**src/rtl/fetch_pkg.sv**
```systemverilog
`default_nettype none
// ============================================================================
// fetch_pkg : shared constants and types for the instruction fetch stage
// Rev 1.0
// ============================================================================
package fetch_pkg;

    localparam int XLEN = 32;

    // The ROM window starts at the reset vector.
    localparam logic [XLEN-1:0] C_RESET_VECTOR = 32'hBFC0_0000;
    localparam logic [XLEN-1:0] C_ROM_LAST     = 32'hBFC0_0FFF;
    localparam logic [XLEN-1:0] C_NOP_INSTR    = 32'h0000_0000;

    typedef enum logic [0:0] {
        RUN  = 1'b0,
        HALT = 1'b1
    } fetch_state_t;

    typedef struct packed {
        logic [XLEN-1:0] instr;
        logic [XLEN-1:0] pc;
        logic [XLEN-1:0] pc_plus4;
        logic            valid;
        logic            fault;
    } fd_t;

    localparam fd_t C_FD_BUBBLE = '0;

endpackage
`default_nettype wire

```
**src/rtl/fetch_decode_reg.sv**
```systemverilog
`default_nettype none
// ============================================================================
// fetch_decode_reg : F/D pipeline register with flush > stall > load priority
// Rev 1.0
// ============================================================================
module fetch_decode_reg
    import fetch_pkg::*;
(
    input  logic clk_i,
    input  logic rst_ni,
    input  logic flush_i,
    input  logic stall_i,
    input  fd_t  d_i,
    output fd_t  q_o
);

    fd_t r_q;

    always_ff @(posedge clk_i or negedge rst_ni) begin
        if (!rst_ni) begin
            r_q <= C_FD_BUBBLE;
        end else if (flush_i) begin
            r_q <= C_FD_BUBBLE;
        end else if (!stall_i) begin
            r_q <= d_i;
        end
    end

    assign q_o = r_q;

endmodule
`default_nettype wire

```
**src/rtl/fetch_unit.sv**
```systemverilog
`default_nettype none
// ============================================================================
// fetch_unit : PC register, RUN/HALT fetch control and F/D register feed
// Rev 1.0
// ============================================================================
module fetch_unit
    import fetch_pkg::*;
#(
    parameter int                    DATA_WIDTH      = 32,
    parameter logic [DATA_WIDTH-1:0] RESET_VECTOR    = C_RESET_VECTOR,
    parameter logic [DATA_WIDTH-1:0] LAST_INSTR_ADDR = C_ROM_LAST
) (
    input  logic                  clk_i,
    input  logic                  rst_ni,
    input  logic                  stall_i,
    input  logic                  flush_i,
    input  logic                  redirect_i,
    input  logic [DATA_WIDTH-1:0] redirect_pc_i,
    input  logic [DATA_WIDTH-1:0] instr_f_i,
    output logic [DATA_WIDTH-1:0] addr_f_o,
    output logic [DATA_WIDTH-1:0] instr_d_o,
    output logic [DATA_WIDTH-1:0] pc_d_o,
    output logic [DATA_WIDTH-1:0] pc_plus4_d_o,
    output logic                  valid_d_o,
    output logic                  fault_d_o
);

    // Highest address at which a whole 4-byte word still fits in the ROM.
    localparam logic [DATA_WIDTH-1:0] C_LAST_WORD = LAST_INSTR_ADDR - DATA_WIDTH'(3);
    localparam logic [DATA_WIDTH-1:0] C_PC_STEP   = DATA_WIDTH'(4);

    fetch_state_t          r_state;
    fetch_state_t          w_state_nxt;
    logic [DATA_WIDTH-1:0] r_pc;
    logic [DATA_WIDTH-1:0] w_pc_nxt;
    logic [DATA_WIDTH-1:0] w_pc_plus4;
    logic                  w_fault;
    fd_t                   w_fd_d;
    fd_t                   w_fd_q;

    assign w_pc_plus4 = r_pc + C_PC_STEP;
    assign w_fault    = (r_pc[1:0] != 2'b00) || (r_pc < RESET_VECTOR) || (r_pc > C_LAST_WORD);

    always_ff @(posedge clk_i or negedge rst_ni) begin
        if (!rst_ni) begin
            r_state <= RUN;
            r_pc    <= RESET_VECTOR;
        end else begin
            r_state <= w_state_nxt;
            r_pc    <= w_pc_nxt;
        end
    end

    always_comb begin
        w_state_nxt = r_state;
        w_pc_nxt    = r_pc;
        w_fd_d      = C_FD_BUBBLE;

        if (r_state == RUN) begin
            w_fd_d.pc       = r_pc;
            w_fd_d.pc_plus4 = w_pc_plus4;
            w_fd_d.valid    = 1'b1;
            if (w_fault) begin
                // Faulting PC is reported once as a NOP and then held.
                w_fd_d.instr = C_NOP_INSTR;
                w_fd_d.fault = 1'b1;
                if (!redirect_i && !stall_i) begin
                    w_state_nxt = HALT;
                end
            end else begin
                w_fd_d.instr = instr_f_i;
                if (!stall_i) begin
                    w_pc_nxt = w_pc_plus4;
                end
            end
        end

        if (redirect_i) begin
            w_pc_nxt    = redirect_pc_i;
            w_state_nxt = RUN;
        end
    end

    fetch_decode_reg u_fd_reg (
        .clk_i   (clk_i),
        .rst_ni  (rst_ni),
        .flush_i (flush_i),
        .stall_i (stall_i),
        .d_i     (w_fd_d),
        .q_o     (w_fd_q)
    );

    assign addr_f_o     = r_pc;
    assign instr_d_o    = w_fd_q.instr;
    assign pc_d_o       = w_fd_q.pc;
    assign pc_plus4_d_o = w_fd_q.pc_plus4;
    assign valid_d_o    = w_fd_q.valid;
    assign fault_d_o    = w_fd_q.fault;

endmodule
`default_nettype wire

```
**config.mk**
```make
export PLATFORM = sky130hd
export DESIGN_NAME = fetch_unit
export DESIGN_NICKNAME = d
export VERILOG_FILES = /design/src/rtl/fetch_pkg.sv /design/src/rtl/fetch_decode_reg.sv /design/src/rtl/fetch_unit.sv
export SDC_FILE = /design/constraint.sdc
export NUM_CORES = 1
export LEC_CHECK = 0
export BUFFER_PORTS_ARGS = -buffer_cell sky130_fd_sc_hd__buf_2
export CAP_MARGIN = 20
export CORE_MARGIN = 2
export CORE_UTILIZATION = 50
export CTS_BUF_LIST = sky130_fd_sc_hd__clkbuf_8
export DETAILED_ROUTE_END_ITERATION = 12
export PLACE_DENSITY = 0.81
export SYNTH_ARGS = -nofsm -noshare
export SYNTH_HDL_FRONTEND = slang
export SYNTH_SLANG_ARGS = --single-unit
```
**constraint.sdc**
```tcl
create_clock -name clk_i -period 4.2 [get_ports clk_i]
set_input_delay 0.42 -clock clk_i [delete_from_list [all_inputs] [get_ports clk_i]]
set_output_delay 0.42 -clock clk_i [all_outputs]
set_load 0.01 [all_outputs]
```
==> impl_metrics.ini <==
[worst_setup_path]
rrSetupSlack_ps = 1520
max_stage_delay_ps = 610
r2r_cells = 5
end_kind = flip-flop
setup.worst_path.start_class = flip-flop
r2r-start = addr_f_o[23]
critical_path_arrival_ps = 3040
r2r-end = u_fd_reg.q_o[70]
crit_fanout = 32
required_ps = 4560
path_class = flip-flop to flip-flop
path_cells = and4_1, nand4_1, or2_4, nor2_8, a22o_1
slowest_stage = dfstp_2

[finish]
utilization = 0.652
design_area_mm2 = 0.00701
final_nets = 704
multiInputGateArea_mm2 = 0.00208
seqCellArea_mm2 = 0.00324
area_growth_pct = 28.2
drive_gt1_frac = 0.440
n_fill_cell = 863
diodes = 0

[grt]
antenna_found_initial = 0
grt.met3_usage = 0.0741
globalRouteTotalUtil = 0.246
grt_overflow = 0
grt_pass1_vias = 4340
grt.busiest_layer = met2
use_met1 = 0.308
met2_usage = 0.403
grt_max_degree = 96
grt_first_pass_wirelength_um = 22200

[job]
cap_viol_max_count = 0

[sta]
slew_headroom = 0.335
tns_ps = 0
tightestPinTransition_ps = 990
skew_ps = 9.25
setup_viol = 0
fin_ws_ps = 1520
achievable-frequency_mhz = 373
slew_viol_final = 0
rsz0062_at_grt = false
post-route-period-util = 0.639
hold_ws_ps = 70.0
hold_viol_final = 0
period_minus_slack_ps = 2680

[logic_synthesis]
synth.avg_cell_area_um2 = 12.3
syn-instance-count = 446
synth_edf_count = 0
synth_nets = 516
synth_cell_types = 37
yosys_most_used_dff = dfrtp_1
synthArstFlopShare = 1.00
ys_seq_elements = 129
yosysWarnings = 0
ys_seq_area_frac = 0.592
synthesis.area_mm2 = 0.00547

[route]
detail_route.wl_per_cell_um = 18.3
routed_wirelength_um = 14400
avgViaCountPerCell = 5.58
vias = 4390
first_pass_iters = 4
drcViolationCount = 0
ant_nets = 0
drtIter0Drc = 319

[cts]
post-cts-setup-buffers = 0
root_buffer = clkbuf_8
cts_buffers = 17
htreeDepth = 4
ctsHoldBuffers = 0
cts_tree = built
cts_buffer_depth = 2
clk-insertion-delay-late_ps = 430
cts_resized = 0
clock-sinks = 129
clk_pin_slew_worst_paths_ps = 80

[floorplanning]
die_height_um = 109
initial_utilization = 0.509
core_mm2 = 0.0107
rows = 38
io_pins = 199
die_area_mm2 = 0.0118
die_x_um = 109

[place]
portBuffers = 198
place_congestion = 0.828
place_area_mm2 = 0.00653
place.detailed.hpwl_um = 9970
dp_slack_ps = 1540

[power]
power_density_mw_per_mm2 = 413
power_leakage_nw = 3.52
vdd_ir_drop_max_mv = 0.258

[outcome]
status = finished, final reports clean

[min_path]
hold_class = primary input to asynchronous set/reset pin
-- sequential cells by signal, indices dropped and copies added, names as in the netlist --
name / count
r_state: 1
addr_f_o: 32
u_fd_reg.q_o: 96
-- cells in the final DEF, fill, tap and decap left out, types with 4 or more instances in the layout --
cell type	Yosys	layout
dfstp_2	9	9
inv_1	4	4
nor2_1	6	4
xnor2_1	17	17
nand2_1	50	50
clkbuf_8	0	19
o21ai_1	10	10
nand3_1	10	10
nor4_2	6	7
dfrtp_1	120	120
xor2_1	20	20
and3_1	5	5
o21ai_0	31	31
a22o_1	65	65
nand4_1	10	10
buf_2	6	197
mux2_2	21	21
bufinv_16	0	4
-- Yosys cell counts (6+ instances only) --
library cell | count | share of area
nor2_1 | 6 | 0.0041
nand3_1 | 10 | 0.0091
clkbuf_1 | 20 | 0.014
xnor2_1 | 17 | 0.027
a22o_1 | 65 | 0.10
buf_2 | 6 | 0.0055
dfstp_2 | 9 | 0.043
mux2_2 | 21 | 0.043
o21ai_1 | 10 | 0.0091
dfrtp_1 | 120 | 0.55
nor4_2 | 6 | 0.014
nand2_1 | 50 | 0.034
xor2_1 | 20 | 0.032
o21ai_0 | 31 | 0.028
nand4_1 | 10 | 0.011
-- worst max path at each step --
stage	startpoint	end	slack [ps]	depth (start not counted)
2_1_floorplan	addr_f_o[2]	u_fd_reg.q_o[18]	2330	6
3_3_place_gp	addr_f_o[23]	u_fd_reg.q_o[74]	1680	5
3_5_place_dp	addr_f_o[23]	u_fd_reg.q_o[70]	1540	5
4_1_cts	addr_f_o[23]	u_fd_reg.q_o[70]	1500	5
5_1_grt	addr_f_o[23]	u_fd_reg.q_o[70]	1370	5
6_report	addr_f_o[23]	u_fd_reg.q_o[70]	1520	5
-- final cells by class --
type,count,area share
Sequential cell,129,0.462
Multi-Input combinational cell,280,0.296
Timing Repair Buffer,202,0.151
Clock buffer,19,0.0373
Clock inverter,13,0.0262
Tap cell,140,0.0250
Inverter,4,0.00214
-- where the power goes --
part	total [mW]	internal (mW)	switching [mW]
sequential	1.40	1.31	0.0872
clock	1.18	0.679	0.499
combinational	0.317	0.140	0.176
-- critical path, delay by kind of cell, from the launching register on --
kind	cells	cell delay, ps
simple gates	4	1770
flops	1	610
compound gates	1	230
-- stage by stage --
stage / instances / power, mW
floorplan: 446 / 1.56
CTS: 785 / 2.91
detailed placement: 753 / 1.74
finish: 787 / 2.90
global placement: 753 / 1.73
global route: 787 / 3.01
-- logic make-up after synthesis --
logic type,count (synthesis),synth area share
AOI/OAI and AO/OA,108,0.143
muxes,22,0.0451
buffers and inverters,37,0.0322
xor gates and xnor gates,37,0.0592
adders and majority gates,1,0.00229
and+or+nand+nor,112,0.126
DFF,129,0.592
-- metal layers --
layer | share of wire | up-vias
met4 | 0.020 | 0
met5 | 0 | -
met3 | 0.078 | 24
met1 | 0.41 | 2207
met2 | 0.50 | 181
li1 | - | 1978
Note: power is estimated with default switching activity, not from simulation.
